===== src/rtl/ram_burst_writer.sv =====
// ram_burst_writer: burst write controller for a single-port RAM (base + length, valid/ready word stream, address auto-increment with wrap).
// Latency: RAM strobe/address/data are registered, visible the cycle after a beat is accepted; o_done coincides with the last strobe.
// Backpressure: o_data_ready is high only in WRITE; producer gaps stall the burst indefinitely. Optional read-back verify: RAM_BURST_WRITER_VERIFY_EN.
module ram_burst_writer #(
   parameter int SIZE_DATA = 8,
   parameter int SIZE_ADDR = 4,
   parameter int ADDR_STEP = 1
) (
   input  logic                 i_clk,
   input  logic                 i_rst,
   input  logic                 i_start,
   input  logic [SIZE_ADDR-1:0] i_base_addr,
   input  logic [SIZE_ADDR:0]   i_len,
   input  logic                 i_data_valid,
   input  logic [SIZE_DATA-1:0] i_data,
   output logic                 o_data_ready,
   output logic                 o_ram_wr_en,
   output logic                 o_ram_rd_en,
   output logic [SIZE_ADDR-1:0] o_ram_addr,
   output logic [SIZE_DATA-1:0] o_ram_data,
   input  logic [SIZE_DATA-1:0] i_ram_data,
   output logic                 o_busy,
   output logic                 o_done,
   output logic [SIZE_ADDR:0]   o_wr_count,
   output logic                 o_err
);

   // Longest legal burst is one full pass over the RAM; longer requests are clamped to it.
   localparam logic [SIZE_ADDR:0]   LEN_MAX = {1'b1, {SIZE_ADDR{1'b0}}};
   localparam logic [SIZE_ADDR:0]   CNT_ONE = {{SIZE_ADDR{1'b0}}, 1'b1};
   // Truncating the step to the address width makes the increment wrap modulo DEPTH for free.
   localparam logic [SIZE_ADDR-1:0] STEP    = ADDR_STEP[SIZE_ADDR-1:0];

`ifdef RAM_BURST_WRITER_VERIFY_EN
   typedef enum logic [2:0] {IDLE, WRITE, DONE, VERIFY_RD, VERIFY_CMP} state_t;
`else
   typedef enum logic [1:0] {IDLE, WRITE, DONE} state_t;
`endif

   state_t               state_q;
   logic [SIZE_ADDR-1:0] addr_q;
   logic [SIZE_ADDR-1:0] addr_d;
   logic [SIZE_ADDR:0]   len_q;
   logic [SIZE_ADDR:0]   len_d;
   logic [SIZE_ADDR:0]   cnt_q;
   logic [SIZE_ADDR:0]   cnt_d;
   logic                 wr_en_q;
   logic [SIZE_ADDR-1:0] ram_addr_q;
   logic [SIZE_DATA-1:0] ram_data_q;
   logic                 busy_q;
   logic                 done_q;
`ifdef RAM_BURST_WRITER_VERIFY_EN
   logic                 rd_en_q;
   logic                 err_q;
   logic                 cmp_pend_q;
`endif

   // Next address, next beat count and clamped request length
   always_comb begin
      addr_d = addr_q + STEP;
      cnt_d  = cnt_q + CNT_ONE;
      len_d  = (i_len > LEN_MAX) ? LEN_MAX : i_len;
   end

   assign o_data_ready = (state_q == WRITE);
   assign o_ram_wr_en  = wr_en_q;
   assign o_ram_addr   = ram_addr_q;
   assign o_ram_data   = ram_data_q;
   assign o_busy       = busy_q;
   assign o_done       = done_q;
   assign o_wr_count   = cnt_q;
`ifdef RAM_BURST_WRITER_VERIFY_EN
   assign o_ram_rd_en  = rd_en_q;
   assign o_err        = err_q;
`else
   // Without read-back the RAM read path is idle and its data is not looked at.
   logic unused_ram_data;
   assign unused_ram_data = ^i_ram_data;
   assign o_ram_rd_en     = 1'b0;
   assign o_err           = 1'b0;
`endif

   // Burst FSM with all RAM-side and status outputs registered
   always_ff @(posedge i_clk or posedge i_rst) begin
      if (i_rst) begin
         state_q    <= IDLE;
         addr_q     <= '0;
         len_q      <= '0;
         cnt_q      <= '0;
         wr_en_q    <= 1'b0;
         ram_addr_q <= '0;
         ram_data_q <= '0;
         busy_q     <= 1'b0;
         done_q     <= 1'b0;
`ifdef RAM_BURST_WRITER_VERIFY_EN
         rd_en_q    <= 1'b0;
         err_q      <= 1'b0;
         cmp_pend_q <= 1'b0;
`endif
      end else begin
         // Strobes are single-cycle unless re-armed below.
         wr_en_q <= 1'b0;
         done_q  <= 1'b0;
`ifdef RAM_BURST_WRITER_VERIFY_EN
         rd_en_q    <= 1'b0;
         cmp_pend_q <= 1'b0;
         // Read data arrives the cycle after the read strobe; ram_data_q still holds the word written.
         if (cmp_pend_q && (i_ram_data != ram_data_q)) begin
            err_q <= 1'b1;
         end
`endif
         case (state_q)
            IDLE: begin
               if (i_start) begin
                  addr_q <= i_base_addr;
                  len_q  <= len_d;
                  cnt_q  <= '0;
                  busy_q <= 1'b1;
`ifdef RAM_BURST_WRITER_VERIFY_EN
                  err_q  <= 1'b0;
`endif
                  if (len_d == '0) begin
                     state_q <= DONE;
                     done_q  <= 1'b1;
                  end else begin
                     state_q <= WRITE;
                  end
               end
            end
            WRITE: begin
               if (i_data_valid) begin
                  wr_en_q    <= 1'b1;
                  ram_addr_q <= addr_q;
                  ram_data_q <= i_data;
                  addr_q     <= addr_d;
                  cnt_q      <= cnt_d;
`ifdef RAM_BURST_WRITER_VERIFY_EN
                  state_q    <= VERIFY_RD;
`else
                  // Completion pulse lines up with the last write strobe.
                  if (cnt_d == len_q) begin
                     state_q <= DONE;
                     done_q  <= 1'b1;
                  end
`endif
               end
            end
`ifdef RAM_BURST_WRITER_VERIFY_EN
            VERIFY_RD: begin
               // Write strobe is on the bus this cycle; read the same address next.
               rd_en_q <= 1'b1;
               state_q <= VERIFY_CMP;
            end
            VERIFY_CMP: begin
               cmp_pend_q <= 1'b1;
               if (cnt_q == len_q) begin
                  state_q <= DONE;
                  done_q  <= 1'b1;
               end else begin
                  state_q <= WRITE;
               end
            end
`endif
            DONE: begin
               busy_q  <= 1'b0;
               state_q <= IDLE;
            end
            default: begin
               busy_q  <= 1'b0;
               state_q <= IDLE;
            end
         endcase
      end
   end

endmodule

===== config.mk =====
export PLATFORM = sky130hd
export DESIGN_NAME = ram_burst_writer
export DESIGN_NICKNAME = d
export VERILOG_FILES = /design/src/rtl/ram_burst_writer.sv
export SDC_FILE = /design/constraint.sdc
export NUM_CORES = 1
export LEC_CHECK = 0
export ABC_CLOCK_PERIOD_IN_PS = 4100
export CELL_PAD_IN_SITES_DETAIL_PLACEMENT = 1
export CELL_PAD_IN_SITES_GLOBAL_PLACEMENT = 2
export CORE_MARGIN = 2
export CORE_UTILIZATION = 30
export CTS_BUF_LIST = sky130_fd_sc_hd__clkbuf_8
export CTS_CLUSTER_DIAMETER = 150
export DETAILED_ROUTE_END_ITERATION = 8
export GPL_TIMING_DRIVEN = 0
export PLACE_DENSITY_LB_ADDON = 0.1
export SYNTH_ARGS = -nofsm -noshare
export SYNTH_HDL_FRONTEND = slang
export SYNTH_SLANG_ARGS = --single-unit

===== constraint.sdc =====
create_clock -name i_clk -period 4.1 [get_ports i_clk]
set_input_delay 0.41 -clock i_clk [delete_from_list [all_inputs] [get_ports i_clk]]
set_output_delay 0.41 -clock i_clk [all_outputs]
set_load 0.03 [all_outputs]

* Word-level counts from Yosys, hierarchy flattened
Index checks and enable logic that the tools add are counted.
** Storage, ports and cells
- Flip-flop bits (word level) :: 31
- Latch bits :: 0
- RAM bits :: 0
- Bits in read-only memories :: 0
- Bits of input ports :: 29
- Output and inout bits :: 23
- Logic and storage cells :: 47
- Memories kept :: 0
** Cells by class
- Add/sub/neg operators :: 2
- Multiply operators :: 0
- Divide/modulo/power cells :: 0
- $lt $le $gt $ge :: 1
- Equal/unequal tests :: 5
- Shift-type cells :: 0
- Mux-type cells :: 21
- Bitwise gates (word level) :: 1
- Reductions and logical operators :: 8
** Operators by type and width (count)
- 5-bit 2-to-1 mux :: 3
- 5-bit case mux with 2 select lines :: 1
- 2-bit 2-to-1 mux :: 4
- 4-bit 2-to-1 mux :: 2
- 4-bit case mux with 2 select lines :: 1
- 1-bit 2-to-1 mux :: 7
- 2-bit AND reduction :: 3
- 3-bit AND reduction :: 2
- 5-bit by 1-bit adder with 5-bit output, second input constant :: 1
- 5-bit == test :: 1
- 5-bit > comparator, second input constant :: 1
- 5-bit zero test :: 1
- 4-bit by 1-bit adder with 4-bit output, second input constant :: 1
- 2-bit != test, second input constant :: 2
- 1-bit case mux with 2 select lines :: 2
- 2-bit case mux with 2 select lines :: 1
- 2-bit by 1-bit == test with 1-bit output, second input constant :: 1
- 2-bit zero test :: 1
- 2-bit by 1-bit != test with 1-bit output, second input constant :: 1
- 2-bit nonzero test :: 1
- 1-bit NOT :: 1

* Logic depth before layout (Yosys ltp)
- Depth after elaboration :: 6
- Depth in mapped cells :: 6
- Depth with buffers taken out :: 5

* Worst setup path after synthesis
Ideal clock, no wire load.
- Kind :: register to register
- Start :: reg cnt_q[0], in the netlist o_wr_count[0]
- End :: reg done_q, in the netlist o_done
- Library setup time :: 0.120 ns
- Arrival time :: 1.537 ns
- Required time :: 3.980 ns
- Path slack :: 2.443 ns
- Cell stages (with the launch flop) :: 6
- Buffers on the path :: 0
- Clock period less this slack :: 1.657 ns
- Cells stage by stage :: dfrtp_1 > ha_1 > xnor3_1 > nand4_1 > nor2_1 > a31o_2
** Between the ends
- Cells in the longest elaborated chain, start to end :: 5
** RTL lines
- start: declaration :: RTL line 45 : logic [SIZE_ADDR:0] cnt_q;
- start signal: assignment :: RTL line 136 : cnt_q <= cnt_d;
- 5-bit by 1-bit adder with 5-bit output :: RTL line 61 : cnt_d = cnt_q + CNT_ONE;
- 5-bit == test :: RTL line 141 : if (cnt_d == len_q) begin
- 1-bit 2-to-1 mux :: RTL line 141
- 1-bit 2-to-1 mux :: RTL line 131 : if (i_data_valid) begin
- 1-bit case mux with 2 select lines :: RTL line 112 : case (state_q)
- end signal: assignment :: RTL line 103 : done_q <= 1'b0;
- end signal: assignment :: RTL line 124 : done_q <= 1'b1;
- end signal: assignment :: RTL line 143 : done_q <= 1'b1;
- end: declaration :: RTL line 51 : logic done_q;
Every way passes these cells.
A chain may end at the register's enable or synchronous reset.

* Worst setup path after layout
- Start :: reg state_q[1]
- End :: out o_data_ready
** Between the ends
- Cells in the longest elaborated chain, start to end :: 1
** RTL lines
- start: declaration :: RTL line 40 : state_t state_q;
- start signal: assignment :: RTL line 86 : state_q <= IDLE;
- start signal: assignment :: RTL line 123 : state_q <= DONE;
- start signal: assignment :: RTL line 126 : state_q <= WRITE;
- 2-bit by 1-bit == test with 1-bit output :: RTL line 65 : assign o_data_ready = (state_q == WRITE);
- end: declaration :: RTL line 16 : output logic o_data_ready,
Every way passes these cells.

==> metrics.yaml <==
status:
  status: "finished clean"
clock_tree:
  cts-root-buf: "clkbuf_8"
  clkLatencyLatePin_ns: 0.27
  h-tree-depth: 2
  cts_sinks: 31
  cts_buffers: 5
  holdBufCountCts: 0
  clockBufferDepth: 2
  cts_tree: "done"
  cts_setup_buffers: 0
  cts_resized: 0
  clkSlewWorstSetupHoldPaths_ns: 0.07
route:
  drc: 0
  vias: 1118
  routed_wl_um: 3360
  viasPerCell: 4.90
  wl_per_cell_um: 14.7
  postRouteAntennaNets: 0
  drtIter0Drc: 28
  firstDrtPassIters: 4
die:
  die_y_um: 72.7
  row_count: 25
  die_w_um: 72.7
  dieArea_um2: 5290
  coreArea_um2: 4630
  start_util_pct: 30.6
  ios: 52
pwr:
  power_frac_comb_pct: 48.6
  vdd_drop_max_v: 0.000303
  p_leak_nw: 0.882
  sw_frac_of_total_pct: 39.3
  p_sw_uw: 608
  seqPwrFrac_pct: 34.6
  p_int_uw: 938
  clkPwrFrac_pct: 16.8
  powerDensity_nw_per_um2: 763
worst_setup_path:
  cp.required_ns: 3.69
  worst-path-max-fanout: 10
  crit_chain: "or2b_1, inv_1, buf_2, clkdlybuf4s50_1"
  r2r_slack_ns: 2.44
  cp-start-kind: "flop"
  path_class: "reg -> out"
  cp_slowest_cell: "clkdlybuf4s50_1"
  crit_path_max_incr_delay_ns: 0.69
  crit_arrival_ns: 2.01
  end_kind: "output pin"
finish:
  drive_above_1_share_pct: 19.0
  diodes: 0
  finish.net_count: 204
  fin_area_um2: 2030
  syn_to_final_growth_pct: 43.0
  num-fill-cells: 513
synthesis:
  yosys_warnings: 0
  async_flop_share_pct: 100
  synth.area.top_cells: "dfrtp_1, mux2_2, o21ai_0"
  synthCells: 123
  synth_adder_area_share_pct: 1.77
  synthSimpleGateAreaFrac_pct: 12.2
  synth_area_um2: 1420
  synthTopCellsByCount: "dfrtp_1, mux2_2, nand2_1"
  synth.area.mux_share_pct: 11.0
  yosysTopAreaCell: "dfrtp_1"
  ys_ff_latch: 31
  avgSynthCellArea_um2: 11.5
  synth.most_common_cell: "dfrtp_1"
  synth_compound_area_share_pct: 10.2
  synth-xor-area-share_pct: 5.91
  synth_ff_type: "dfrtp_1"
  synth_cell_types: 32
  synth_edf_count: 0
  ys_seq_area_share_pct: 54.7
  synth_top_family_by_area: "simple AND/OR/NAND/NOR gates"
  synth_top_area_share_pct: 54.7
global_route:
  gr-total-overflow: 0
  grt_pass1_wl_um: 5550
  grt_usage_pct: 14.0
  grt_max_degree: 32
  grt_antenna_before_repair: 0
  first_global_vias: 1187
placement:
  place.gp.congestion: 0.743
  dp_hpwl_um: 2530
  port_buffers: 41
  dpl_cell_area_um2: 1900
worst_hold_path:
  hp-class: "in -> async"
sta:
  skew_ns: 0.00631
  fin_crit_ns: 2.42
  final_hold_viol_count: 0
  period_share_pct: 58.9
  rsz0062_at_grt: "no"
  max_freq_mhz: 414
  finalSetupTns_ns: 0
  finalSetupViolations: 0
  final_max_slew_viol_count: 0
run:
  maxCapViolations: 0
-- cells in the final DEF (no fill, tap or decap), types with 2 or more instances in the layout --
master,instances
clkdlybuf4s50_1,41
dfrtp_1,31
mux2_2,13
nand2_1,13
o21ai_0,11
clkbuf_8,7
xor2_1,5
a21oi_1,5
nand2b_1,5
inv_1,4
nand3_1,4
buf_2,3
nor2_1,3
xnor2_1,2
o21ai_1,2
a31o_2,2
ha_1,2
buf_4,2
conb_1,2
-- cell families after synthesis --
family          after synthesis
compound gates               25
xor+xnor                      8
fa+ha+maj                     2
buf+inv                      10
flops                        31
mux                          14
other cells                   1
simple gates                 32
-- critical path: cells and delay by family, from the launching register on --
kind	cells	cell delay [ns]
buffers and inverters	3	1.02
flip-flops	1	0.41
AND/OR/NAND/NOR	1	0.30
-- routing by layer --
metal	track usage [%]	share of wire (%)	vias to the layer above	wire length [um]
li1	-	-	524	-
met1	16.1	41	551	1380
met2	23.8	50	36	1690
met3	4.83	6.9	7	233
met4	5.14	1.3	0	44
met5	0	0	-	0
-- stage by stage --
stage          setup WS, ns  hold slack (ns)  utilization, %  total power, mW  std cells
2_1_floorplan          2.44            0.461               -             1.01        124
3_3_place_gp           1.98            0.476            41.0             1.26        219
3_5_place_dp           1.98            0.497            41.0             1.30        219
4_1_cts                1.68            0.513            43.2             1.57        227
5_1_grt                1.60            0.405            43.8             1.66        228
6_report               1.68            0.389            43.8             1.55        228
-- layout make-up --
class                      count  area (um2)  area share, %
timing repair buffer          42         438           21.6
clock buffer                   7        96.3           4.75
clock inverter                 1        3.75          0.185
sequential                    31         776           38.3
tap                           54        67.6           3.33
multi-input combinational     83         589           29.1
buffer                         6        41.3           2.04
inverter                       4        15.0          0.741
-- power by group through the flow --
stage                     Combinational (mW)  Clock, mW  Sequential (mW)
after floorplan                        0.339          0            0.673
after global placement                 0.734          0            0.530
after detailed placement               0.758          0            0.543
after CTS                              0.761      0.270            0.537
after global routing                   0.820      0.285            0.552
final                                  0.752      0.260            0.535
-- flip-flops by register name, summed over array words and instances, names as in the netlist, 2 cells and up --
register	flops
addr_q	4
len_q	5
o_ram_addr	4
state_q	2
o_ram_data	8
o_wr_count	5
-- final timing paths --
| path | start | end | depth (start not counted) |
|---|---|---|---|
| max in group asynchronous | i_rst | state_q[1] | 3 |
| min in group i_clk | len_q[3] | len_q[3] | 2 |
| max reg2reg | o_wr_count[0] | o_done | 5 |
| min | i_rst | addr_q[2] | 2 |
| max | state_q[1] | o_data_ready | 4 |
| min reg2reg | len_q[3] | len_q[3] | 2 |
(Power assumes the default switching activity.)
==> RTL change (same settings) <==
The 3 states of `state_t` get a one-hot encoding in 3 bits.
--- a/src/rtl/ram_burst_writer.sv
+++ b/src/rtl/ram_burst_writer.sv
@@ -35,5 +35,5 @@
    typedef enum logic [2:0] {IDLE, WRITE, DONE, VERIFY_RD, VERIFY_CMP} state_t;
 `else
-   typedef enum logic [1:0] {IDLE, WRITE, DONE} state_t;
+   typedef enum logic [2:0] {IDLE = 3'b001, WRITE = 3'b010, DONE = 3'b100} state_t;
 `endif
 
Formal check against the unedited RTL: no difference found for any inputs over 10 cycles, from zero or initial values and one cycle with i_rst high; not proved beyond that.
==> RTL change against the original RTL <==
Worst setup slack worse by 0.016 ns. Combinational power is 18% lower. Total power is 6.8% lower. Area after synthesis is 4.9% higher. Final area is 4.6% higher. Sequential cell count is 1 higher. Non-clock buffer count is 2 higher. Routed wire length is 8.4% higher. Clock skew is 0.0023 ns lower. Highest routed layer unchanged.
==> RTL change: results (changes against the original RTL) <==
Critical path
  • Launching point of the worst reg2reg path: state_q[0] (was o_wr_count[0])
  • FF-to-FF End: o_wr_count[3] (was o_done)
  • Worst R2R Setup Slack: 2.43 ns
  • Critical path's top delay family: buffers and inverters (unchanged)
  • Worst-case reg-to-reg path depth: 6 (was 5)
  • Setup crit end: o_data_ready (unchanged)
  • Worst Path Max Fanout: 9 (was 10)

Timing
  • F_max: 411 MHz (was 414 MHz)
  • Clk_skew: 0.00402 ns (was 0.00631 ns)

Power and ir drop
  • Total net switching power: 555 µW (was 608 µW)
  • Leakage: 0.973 nW (was 0.882 nW)
  • Maximum vdd drop: 300 µV (was 303 µV)

Detailed routing
  • Vias per Instance: 4.53 (was 4.90)
  • Antenna-violating nets left: 0 (unchanged)
  • Initial DRC Count: 39 (was 28)
  • Drt total wl: 3640 µm (was 3360 µm)
  • DR pass1 iterations: 4 (unchanged)

Yosys
  • Synth cell types: 35 (was 32)
  • Largest cells by area after synthesis: dfrtp_1, nand2_1, o21ai_0, xor2_1, nand2b_1 (was dfrtp_1, mux2_2, o21ai_0, nand2_1, xor2_1)
  • Syn avg cell area: 9.48 µm² (was 11.5 µm²)
  • Ys Warns: 0 (unchanged)
  • Top cells by count, synth: nand2_1, dfrtp_1, o21ai_0 (was dfrtp_1, mux2_2, nand2_1)
  • Sequential fraction of the synthesis area: 0.539 (was 0.547)

Placement
  • Post-DP Area: 0.00199 mm² (was 0.00190 mm²)
  • IO Port Bufs: 41 (unchanged)
  • HPWL Detailed: 2650 µm (was 2530 µm)
  • GP Congestion: 0.701 (was 0.743)
  • Inst Count DP: 266 (was 219)
  • Setup WS pre-CTS: 1.96 ns (was 1.98 ns)

CTS
  • Clk_lat worst skew: roughly 0.28 ns

Run status
  • Status: finished, final reports clean (unchanged)

Layout
  • Final #Nets: 238 (was 204)
  • Fill count: 558 (was 513)
  • Finished Layout Cells: 275 (was 228)
  • Layout cells sized above 1: 0.0817 (was 0.190)

Global route
  • Largest net degree at the start of global routing: 33 (was 32)
  • GR Util All Layers: 0.152 (was 0.140)
  • Initial antenna violation count: 0 (unchanged)
  • Global-route wire length before repair: 6270 µm (was 5550 µm)
  • Vias in the first global route: 1,354 (was 1,187)
## RTL change: cell types whose count changed in the layout (fill, tap and decap cells not counted), sizes merged, moves of 2 or more
cell     change
a21oi        -3
mux2        -12
nand2       +36
nand4bb      +2
nor2         +4
o21ai        +3
## RTL change: cell type report
class / instances / area [µm²] / share of cell area
inverter: 4 / 15.0 / 0.00708
multi-input combinational: 114 / 627 / 0.296
tap: 67 / 83.8 / 0.0395
clock buffer: 5 / 68.8 / 0.0324
buffer: 8 / 47.5 / 0.0224
clock inverter: 3 / 38.8 / 0.0183
sequential: 32 / 802 / 0.378
timing repair buffer: 42 / 438 / 0.206
## RTL change: worst min path at each step
stage | from | end | slack (ns) | cells after the start
after floorplan | state_q[2] | o_busy | 0.44 | 1
after global placement | o_ram_data[7] | o_ram_data[7] | 0.46 | 2
after detailed placement | o_ram_data[1] | o_ram_data[1] | 0.47 | 2
after CTS | o_ram_data[1] | o_ram_data[1] | 0.48 | 2
after global routing | i_rst | o_ram_data[2] | 0.43 | 2
final | i_rst | o_ram_data[2] | 0.40 | 2
## RTL change: power groups by stage
stage               sequential, mW  combinational (mW)  clock, mW
floorplan                    0.654               0.260          0
global placement             0.534               0.607          0
detailed placement           0.538               0.621          0
CTS                          0.532               0.624      0.307
global route                 0.554               0.683      0.322
finish                       0.531               0.616      0.294
## RTL change: cell families after synthesis
logic type                 share of synthesized area
buffers and inverters                         0.0421
xor gates and xnor gates                      0.0563
AOI/OAI and AO/OA                             0.0959
muxes                                         0.0210
and+or+nand+nor                                0.226
other                                        0.00252
adders and majority gates                     0.0168
DFF                                            0.539
## RTL change: metal layers
metal	GRT usage	vias up	routed length [µm]
met5	0	-	0
met4	0.0595	0	55
met3	0.0447	6	123
met2	0.241	22	1740
met1	0.196	608	1720
li1	-	610	-
